## config.mk

```make
export PLATFORM = sky130hd
export DESIGN_NAME = eth_frame_script_compare_flat
export DESIGN_NICKNAME = d
export VERILOG_FILES = /design/src/rtl/eth_frame_script_compare_if.sv /design/src/rtl/eth_frame_script_compare.sv /design/src/flat_wrapper.sv
export SDC_FILE = /design/constraint.sdc
export NUM_CORES = 2
export LEC_CHECK = 0
export CORE_ASPECT_RATIO = 0.9
export CORE_MARGIN = 2
export CORE_UTILIZATION = 40
export DETAILED_ROUTE_END_ITERATION = 10
export PLACE_DENSITY = 0.56
export SETUP_SLACK_MARGIN = 0.15
export SLEW_MARGIN = 20
export SYNTH_ARGS = -nofsm -noshare
export SYNTH_HDL_FRONTEND = slang
export SYNTH_SLANG_ARGS = --single-unit
export TNS_END_PERCENT = 5
```

## constraint.sdc

```tcl
create_clock -name clk -period 5.2 [get_ports clk]
set_input_delay 0.78 -clock clk [delete_from_list [all_inputs] [get_ports clk]]
set_output_delay 0.78 -clock clk [all_outputs]
set_load 0.005 [all_outputs]
```

## src/rtl/eth_frame_script_compare_if.sv

```systemverilog
// AXI-Stream style byte bus into and out of the script comparator.
interface eth_frame_script_compare_if #(
  parameter int unsigned C_NUM_SCRIPTS = 4
);
  logic [7:0]               s_axis_tdata;
  logic                     s_axis_tlast;
  logic                     s_axis_tvalid;
  logic [32*C_NUM_SCRIPTS:0] s_axis_tuser;

  logic [7:0]               m_axis_tdata;
  logic                     m_axis_tlast;
  logic                     m_axis_tvalid;
  logic [17*C_NUM_SCRIPTS:0] m_axis_tuser;

  modport master (
    output s_axis_tdata, s_axis_tlast, s_axis_tvalid, s_axis_tuser,
    input  m_axis_tdata, m_axis_tlast, m_axis_tvalid, m_axis_tuser
  );

  modport slave (
    input  s_axis_tdata, s_axis_tlast, s_axis_tvalid, s_axis_tuser,
    output m_axis_tdata, m_axis_tlast, m_axis_tvalid, m_axis_tuser
  );
endinterface

```

## src/rtl/eth_frame_script_compare.sv

```systemverilog
// Per-script field extraction and comparison on a byte stream; beats pass through
// with fixed 2-cycle latency, annotated with per-script match flags and counters.
module eth_frame_script_compare #(
  parameter int unsigned C_NUM_SCRIPTS = 4,
  parameter int unsigned C_MAX_BYTES   = 8
) (
  input  logic                       clk,
  input  logic                       rst_n,
  input  logic [C_NUM_SCRIPTS-1:0]   script_en,
  input  logic [C_NUM_SCRIPTS-1:0]   clr_counts,
  eth_frame_script_compare_if.slave  axis,
  output logic [32*C_NUM_SCRIPTS-1:0] match_count
);
  localparam int unsigned NS = C_NUM_SCRIPTS;
  localparam int unsigned FW = 8 * C_MAX_BYTES;
  localparam int unsigned AW = FW + 1;
  localparam int unsigned CW = $clog2(C_MAX_BYTES + 1);

  typedef logic [AW-1:0] acc_t;

  // Accumulator MSB is a single extension bit taken from the most significant
  // byte received; BE fields are right-aligned, LE fields left-aligned.
  function automatic acc_t load_byte(input acc_t cur, input logic first, input logic be,
                                     input logic sgn, input logic [CW-1:0] nbytes,
                                     input logic [7:0] b);
    logic [FW-1:0] body;
    logic          sb;
    body = first ? '0 : cur[FW-1:0];
    if (be) begin
      body      = body << 8;
      body[7:0] = b;
    end else begin
      body           = body >> 8;
      body[FW-1 -: 8] = b;
    end
    sb = body[FW-1];
    if (be) begin
      for (int unsigned j = 0; j < C_MAX_BYTES; j++) begin
        if (nbytes == CW'(j + 1)) sb = body[8*j+7];
      end
    end
    return {sgn & sb, body};
  endfunction

  function automatic logic op_pass(input logic [3:0] op, input acc_t d, input acc_t p);
    logic signed [AW-1:0] sd;
    logic signed [AW-1:0] sp;
    sd = d;
    sp = p;
    case (op)
      4'd0:    op_pass = (sd == sp);
      4'd1:    op_pass = (sd > sp);
      4'd2:    op_pass = (sd < sp);
      4'd3:    op_pass = (sd >= sp);
      4'd4:    op_pass = (sd <= sp);
      4'd5:    op_pass = ((d & p) != '0);
      4'd6:    op_pass = ((d & p) == p);
      4'd7:    op_pass = (sd != sp);
      4'd15:   op_pass = 1'b0;
      default: op_pass = 1'b1;
    endcase
  endfunction

  logic          s1_valid, s1_last, s1_fcs;
  logic [7:0]    s1_data;
  logic [NS-1:0] s1_en, s1_eval;
  logic [3:0]    s1_op [NS];
  logic [7:0]    s1_pb [NS];
  logic [7:0]    s1_ib [NS];
  logic [7:0]    out_pb [NS];
  logic [7:0]    out_ib [NS];
  logic          out_fcs;
  logic [NS-1:0] matched;
  acc_t          acc_d [NS];
  acc_t          acc_p [NS];
  logic [CW-1:0] cnt [NS];
  logic [31:0]   mc [NS];

  logic [7:0]    ia [NS];
  logic [7:0]    ib_in [NS];
  logic [7:0]    pa [NS];
  logic [7:0]    pb_in [NS];
  logic [CW-1:0] nb [NS];
  acc_t          nxt_d [NS];
  acc_t          nxt_p [NS];
  logic [NS-1:0] pass;
  logic          frame_end;

  assign frame_end = axis.m_axis_tvalid && axis.m_axis_tlast;

  always_comb begin
    pass = '0;
    for (int unsigned i = 0; i < NS; i++) begin
      ia[i]    = axis.s_axis_tuser[32*i+1  +: 8];
      ib_in[i] = axis.s_axis_tuser[32*i+9  +: 8];
      pa[i]    = axis.s_axis_tuser[32*i+17 +: 8];
      pb_in[i] = axis.s_axis_tuser[32*i+25 +: 8];
      nb[i]    = (cnt[i] == CW'(C_MAX_BYTES)) ? cnt[i] : cnt[i] + CW'(1);
      nxt_d[i] = load_byte(acc_d[i], cnt[i] == '0, ia[i][2], ia[i][3], nb[i], axis.s_axis_tdata);
      nxt_p[i] = load_byte(acc_p[i], cnt[i] == '0, ia[i][2], ia[i][3], nb[i], pa[i]);
      pass[i]  = op_pass(s1_op[i], acc_d[i], acc_p[i]);
    end
  end

  always_comb begin
    axis.m_axis_tuser    = '0;
    axis.m_axis_tuser[0] = out_fcs;
    match_count          = '0;
    for (int unsigned i = 0; i < NS; i++) begin
      axis.m_axis_tuser[17*i+1 +: 17] = {out_pb[i], out_ib[i], matched[i]};
      match_count[32*i +: 32]         = mc[i];
    end
  end

  always_ff @(posedge clk or negedge rst_n) begin
    if (!rst_n) begin
      s1_valid           <= 1'b0;
      s1_last            <= 1'b0;
      s1_fcs             <= 1'b0;
      s1_data            <= '0;
      s1_en              <= '0;
      s1_eval            <= '0;
      axis.m_axis_tdata  <= '0;
      axis.m_axis_tlast  <= 1'b0;
      axis.m_axis_tvalid <= 1'b0;
      out_fcs            <= 1'b0;
      matched            <= '1;
      for (int unsigned i = 0; i < NS; i++) begin
        s1_op[i]  <= '0;
        s1_pb[i]  <= '0;
        s1_ib[i]  <= '0;
        out_pb[i] <= '0;
        out_ib[i] <= '0;
        acc_d[i]  <= '0;
        acc_p[i]  <= '0;
        cnt[i]    <= '0;
        mc[i]     <= '0;
      end
    end else begin
      s1_valid           <= axis.s_axis_tvalid;
      s1_last            <= axis.s_axis_tlast;
      s1_fcs             <= axis.s_axis_tuser[0];
      s1_data            <= axis.s_axis_tdata;
      s1_en              <= script_en;
      axis.m_axis_tdata  <= s1_data;
      axis.m_axis_tlast  <= s1_last;
      axis.m_axis_tvalid <= s1_valid;
      out_fcs            <= s1_fcs;
      for (int unsigned i = 0; i < NS; i++) begin
        s1_eval[i] <= ia[i][1];
        s1_op[i]   <= ia[i][7:4];
        s1_pb[i]   <= pb_in[i];
        s1_ib[i]   <= ib_in[i];
        out_pb[i]  <= s1_pb[i];
        out_ib[i]  <= s1_ib[i];

        // A push from the next frame's first beat already starts from zero,
        // so it takes priority over the post-tlast clear.
        if (axis.s_axis_tvalid && ia[i][0]) begin
          acc_d[i] <= nxt_d[i];
          acc_p[i] <= nxt_p[i];
        end else if (s1_valid && s1_last) begin
          acc_d[i] <= '0;
          acc_p[i] <= '0;
        end

        if (axis.s_axis_tvalid) begin
          if (ia[i][1] || axis.s_axis_tlast) cnt[i] <= '0;
          else if (ia[i][0])                 cnt[i] <= nb[i];
        end

        if (s1_valid && (!s1_en[i] || (s1_eval[i] && !pass[i]))) matched[i] <= 1'b0;
        else if (frame_end)                                       matched[i] <= 1'b1;

        if (clr_counts[i])
          mc[i] <= '0;
        else if (frame_end && matched[i] && !out_fcs && (mc[i] != '1))
          mc[i] <= mc[i] + 32'd1;
      end
    end
  end
endmodule
```

## src/flat_wrapper.sv

```systemverilog
// flat-port wrapper written by rule: the top's interface ports become plain ports
module eth_frame_script_compare_flat 
#(
  parameter int unsigned C_NUM_SCRIPTS = 4,
  parameter int unsigned C_MAX_BYTES   = 8
)
  (clk, rst_n, script_en, clr_counts, match_count, axis_s_axis_tdata, axis_s_axis_tlast, axis_s_axis_tvalid, axis_s_axis_tuser, axis_m_axis_tdata, axis_m_axis_tlast, axis_m_axis_tvalid, axis_m_axis_tuser);
  eth_frame_script_compare_if #(.C_NUM_SCRIPTS(C_NUM_SCRIPTS)) axis_i ();
  input  logic clk;
  input  logic rst_n;
  input  logic [C_NUM_SCRIPTS-1:0] script_en;
  input  logic [C_NUM_SCRIPTS-1:0] clr_counts;
  output logic [32*C_NUM_SCRIPTS-1:0] match_count;
  input wire logic [$bits(axis_i.s_axis_tdata)-1:0] axis_s_axis_tdata;
  input wire logic [$bits(axis_i.s_axis_tlast)-1:0] axis_s_axis_tlast;
  input wire logic [$bits(axis_i.s_axis_tvalid)-1:0] axis_s_axis_tvalid;
  input wire logic [$bits(axis_i.s_axis_tuser)-1:0] axis_s_axis_tuser;
  output wire logic [$bits(axis_i.m_axis_tdata)-1:0] axis_m_axis_tdata;
  output wire logic [$bits(axis_i.m_axis_tlast)-1:0] axis_m_axis_tlast;
  output wire logic [$bits(axis_i.m_axis_tvalid)-1:0] axis_m_axis_tvalid;
  output wire logic [$bits(axis_i.m_axis_tuser)-1:0] axis_m_axis_tuser;
  assign axis_i.s_axis_tdata = axis_s_axis_tdata;
  assign axis_i.s_axis_tlast = axis_s_axis_tlast;
  assign axis_i.s_axis_tvalid = axis_s_axis_tvalid;
  assign axis_i.s_axis_tuser = axis_s_axis_tuser;
  assign axis_m_axis_tdata = axis_i.m_axis_tdata;
  assign axis_m_axis_tlast = axis_i.m_axis_tlast;
  assign axis_m_axis_tvalid = axis_i.m_axis_tvalid;
  assign axis_m_axis_tuser = axis_i.m_axis_tuser;
  eth_frame_script_compare #(.C_NUM_SCRIPTS(C_NUM_SCRIPTS), .C_MAX_BYTES(C_MAX_BYTES)) u_core (.clk(clk), .rst_n(rst_n), .script_en(script_en), .clr_counts(clr_counts), .axis(axis_i), .match_count(match_count));
endmodule
```

### After elaboration in Yosys (flattened, before gate mapping)

Cells that the tools add are included.

* register bits after elaboration: 842
* bits of input ports: 149
* logic and storage cells: 371

* bitwise operators: 12
* mux-type cells: 126
* add/subtract/negate cells: 8
* reductions and logical operators: 75
* eq/ne operators: 84
* $lt $le $gt $ge: 16

Operator list (count)
* two-way mux 64 bit: 16
* two-way mux 65 bit: 9
* == test 65 bit: 8
* bitwise AND 65 bit: 4
* >= comparator 65 bit: 4
* > comparator 65 bit: 4
* <= comparator 65 bit: 4
* < comparator 65 bit: 4
* inequality test 65 bit: 4
* nonzero test 65 bit: 4
* two-way mux 32 bit: 8
* adder 32 x 1 -> 32 bit, second input constant: 4
* == test 4 x 3 -> 1 bit, second input constant: 32
* inequality test 32 bit, second input constant: 4
* two-way mux 1 bit: 77
* == test 4 x 2 -> 1 bit, second input constant: 16
* == test 4 bit, second input constant: 12
* two-way mux 4 bit: 12
* one-hot mux 1 bit (9 select lines): 4
* == test 4 x 1 -> 1 bit, second input constant: 8
* logical NOT 4 bit: 8
* nonzero test 2 bit: 16
* logical AND 1 bit: 26
* adder 4 x 1 -> 4 bit, second input constant: 4
* other kinds (4): 29

### Depth between registers and ports, before layout

* depth in word-level cells: 14
* depth in mapped cells: 12
* mapped depth without buffers: 11

### Worst setup path before layout

OpenSTA, ideal clock, no wires.

* path type: input port to flip-flop
* start: in axis_s_axis_tuser[3]
* end: reg u_core.acc_p[259] in the netlist's numbering
* arrival time: 2407 ps
* required time: 5078 ps
* path slack: 2672 ps
* stages: 9
* path through: buf_2 mux2i_1 nor2_1 mux2_2 o31ai_1 o21ai_0 a32o_1 mux2_2 a32o_1

* cells in the longest elaborated chain, start to end: 12

Ends and longest elaborated chain
* start, declared: line flat_wrapper.sv:17 `input wire logic [$bits(axis_i.s_axis_tuser)-1:0] axis_s_axis_tuser;`
* two-way mux 64 bit: line eth_frame_script_compare.sv:29 `if (be) begin`
* two-way mux 1 bit (8 in a row): line eth_frame_script_compare.sv:39 `if (nbytes == CW'(j + 1)) sb = body[8*j+7];`
* two-way mux 1 bit (*): line eth_frame_script_compare.sv:37 `if (be) begin`
* bitwise AND 1 bit (*): line eth_frame_script_compare.sv:42 `return {sgn & sb, body};`
* two-way mux 65 bit (*): line eth_frame_script_compare.sv:159 `if (axis.s_axis_tvalid && ia[i][0]) begin`
* end signal, assigned by index: line eth_frame_script_compare.sv:161 `acc_p[i] <= nxt_p[i];`
* end, declared: line eth_frame_script_compare.sv:75 `acc_t acc_p [NS];`

Every way passes the cells marked *; elsewhere a longest branch is shown, timed or not.
A chain may end at the register's enable or synchronous reset.

### Final worst setup path

* start: reg u_core.cnt[12] in the netlist's numbering
* end: reg u_core.acc_p[259] in the netlist's numbering

* cells in the longest elaborated chain, start to end: 14
* elaborated cells on any way between the ends: 25

Ends and longest elaborated chain
* start, declared: line eth_frame_script_compare.sv:76 `logic [CW-1:0] cnt [NS];`
* start signal, assigned by index: line eth_frame_script_compare.sv:169 `else if (ia[i][0]) cnt[i] <= nb[i];`
* adder 4 x 1 -> 4 bit, or another cell as far along: line eth_frame_script_compare.sv:98 `nb[i] = (cnt[i] == CW'(C_MAX_BYTES)) ? cnt[i] : cnt[i] + CW'(1);`
* two-way mux 4 bit or two-way mux 64 bit (tied branches): line eth_frame_script_compare.sv:98, eth_frame_script_compare.sv:28
* == test 4 x 1 -> 1 bit or two-way mux 64 bit (tied branches): line eth_frame_script_compare.sv:39, eth_frame_script_compare.sv:29
* two-way mux 1 bit (8 in a row): line eth_frame_script_compare.sv:39
* two-way mux 1 bit (*): line eth_frame_script_compare.sv:37
* bitwise AND 1 bit (*): line eth_frame_script_compare.sv:42
* two-way mux 65 bit (*): line eth_frame_script_compare.sv:159

Marked as above.

==> flow_summary.toml <==
[run_status]
status = "completed"

[global_route]
grt_remaining_overflow = 0
grt_max_degree = 131
grt_pass1_vias = 40260
grt_pass1_wl_mm = 255.9
antenna_found_initial = 12
globalRouteTotalUtil_pct = 24.30

[cells_and_area]
instances_no_fill = 7575
fin_nets = 6703
drive_above_1_share_pct = 5.115
area_delta_synth_final_pct = 16.92
final_area_mm2 = 0.06169

[sta]
tightest_slew_ps = 1068
finClkSkew_ps = 26.09
fin_ws_ps = 1843
relSlewSlack_pct = 28.63
fin_crit_ps = 3357
fmax_mhz = 297.8
rsz0062_at_grt = "false"
hold_viol = 0
drv_slew = 0
finalCritPeriodShare_pct = 64.57
tns_ps = 0
setup_viol = 0

[routing]
wl_per_cell_um = 21.86
drc = 0
first_pass_iters = 6
vias = 41330
ant_nets = 0
wl_mm = 165.6
drt_iter0_markers = 3337
vias_per_cell = 5.457

[floorplanning]
die_x_um = 386.8
die_y_um = 348.5
start_util_pct = 40.27
ios = 356
coreArea_mm2 = 0.1310
row_count = 126
die_area_mm2 = 0.1348

[critical_path]
critPathKind = "reg2reg"
startpoint = "u_core.cnt[12]"
r2r_cells = 11
required_ps = 5800
cp_max_fo = 19
cp-end-kind = "flop"
timing.rr.start = "u_core.cnt[12]"
start_kind = "flop"
arrival_ps = 3960
r2r_setup_slack_ps = 1840

[synth]
netlist_area_mm2 = 0.05276
synthFlopType = "dfrtp_1"
synth_common_cells = "dfrtp_1, ha_1, nand2_1, inv_1, o21ai_0"
synth_nets = 6427
synth_top_area_share_pct = 39.75
synth_area_leaders = "dfrtp_1, ha_1, mux2i_1, o21ai_0, nand2_1"
yosysWarnings = 0
ys_types = 85
async_reset_ff_share_pct = 100.0
synth_edf_count = 0
yosysSeqAreaShare_pct = 39.94
synth_top_cell_by_area = "dfrtp_1"
post-synth-top-count-cell = "dfrtp_1"
syn_avg_cell_area_um2 = 9.624
synthCells = 5482
ys_ff_latch = 842

[flow_run]
cap_violations = 0

[placed_design]
place_worst_setup_slack_ps = 1657
port_buffers = 355
gp_congestion = 0.9039
place_hpwl_mm = 116.8
numPlacedInstances = 7382
place_area_mm2 = 0.05817

[clock_tree]
post_cts_resized = 0
numCtsBuffers = 101
cts_tree = "yes"
cts_hold_buf = 0
ctsHtreeMaxLevel = 3
post-cts-setup-buffers = 0
clk_latency_ps = 730
path_clk_slew_ps = 60
clockBufferDepth = 3
clock_sinks = 842
clockRootBuffer = "clkbuf_16"

[power_and_ir_drop]
p_leak_nw = 28.55
power_density_mw_per_mm2 = 261.4
power_mw = 16.12
peakVddDrop_mv = 0.2438

[worst_hold_path]
hold_class = "in2async"
## power by group
| group | total (mW) | internal, mW | switching [mW] |
|---|---|---|---|
| combinational | 1.71 | 0.633 | 1.07 |
| sequential | 6.92 | 6.72 | 0.208 |
| clock | 7.50 | 4.32 | 3.18 |
| total | 16.1 | 11.7 | 4.46 |
## area by class of cell
cell class              count  area (µm²)
inverters                 562        2110
repair buffers            412        4174
multi-input cells        3839       28680
flip-flops and latches    842       21080
clock buffers             133        2828
fillers                 12330       69320
diodes                      2       5.005
clock inverters            57       654.4
well taps                1728        2162
## cell families (layout without fill, tap and decap cells)
kind of cell	Yosys count	count (layout)	synth area share, %
simple gates	1473	1473	13.45
compound gates	1047	1047	12.27
flops	842	842	39.94
buf+inv	801	1164	5.817
fa+ha+maj	796	796	18.88
mux	398	398	7.560
xor+xnor	125	125	2.089
other cells	0	2	0
## layout by cell type (no fill, tap or decap), drive strengths merged, types with 6 or more instances in the layout
cell,n
a22o,101
a211oi,12
nand4,130
a22oi,6
o21ai,503
or3,21
clkdlybuf4s50,350
nand2b,9
a31oi,71
nor2b,72
and4,15
a221oi,10
ha,796
nor3,47
bufinv,9
a21oi,123
o22ai,9
xor2,83
a21o,57
mux2i,394
clkinvlp,6
or2,6
nand3b,6
and2,16
dfrtp,838
nor2,228
clkinv,34
o31ai,91
clkbuf,133
nor4,145
nor3b,8
xnor2,42
buf,62
o21a,9
and3,12
nand3,93
inv,570
nand2,646
## through the flow
stage,hold WS (ps),utilization (%)
2_1_floorplan,331.2,-
4_1_cts,95.11,47.06
3_5_place_dp,334.7,44.40
5_1_grt,119.2,47.08
3_3_place_gp,331.3,44.40
6_report,90.36,47.09
## flip-flops by register name, indices dropped and copies added, names as in the netlist, 4 cells and up
name,flops
u_core.s1_eval,4
u_core.axis.m_axis_tdata,8
u_core.acc_p,260
u_core.s1_en,4
u_core.axis.m_axis_tuser,64
u_core.s1_data,8
u_core.match_count,128
u_core.acc_d,260
u_core.matched,4
u_core.s1_op,16
u_core.s1_pb,32
u_core.cnt,16
u_core.s1_ib,32
## worst max-delay path: stages (launching register included)
cell     delay [ps]
dfrtp_1         450
inv_1           160
ha_1            280
nor3b_4         630
buf_4           400
o31a_1          190
o31ai_1          70
o21ai_0         200
o21ai_0         110
a32o_1          230
mux2_2          260
a32o_1          250
## final timing paths
kind | to
min in group clk | u_core.axis.m_axis_tuser[11]
max in group asynchronous | u_core.axis.m_axis_tuser[14]
worst min register to register | u_core.axis.m_axis_tuser[11]
worst max-delay path | u_core.acc_p[259]
worst max register to register | u_core.acc_p[259]
worst min-delay path | u_core.axis.m_axis_tuser[38]
## layer usage
metal	vias to the layer above	part of all wire, %	track usage (%)
met1	20430	48	35.90
li1	19450	-	-
met3	217	6.7	4.468
met2	1230	43	36.45
met4	10	2.4	5.986
met5	-	0.042	0
Power figures use the tool's default switching activity.
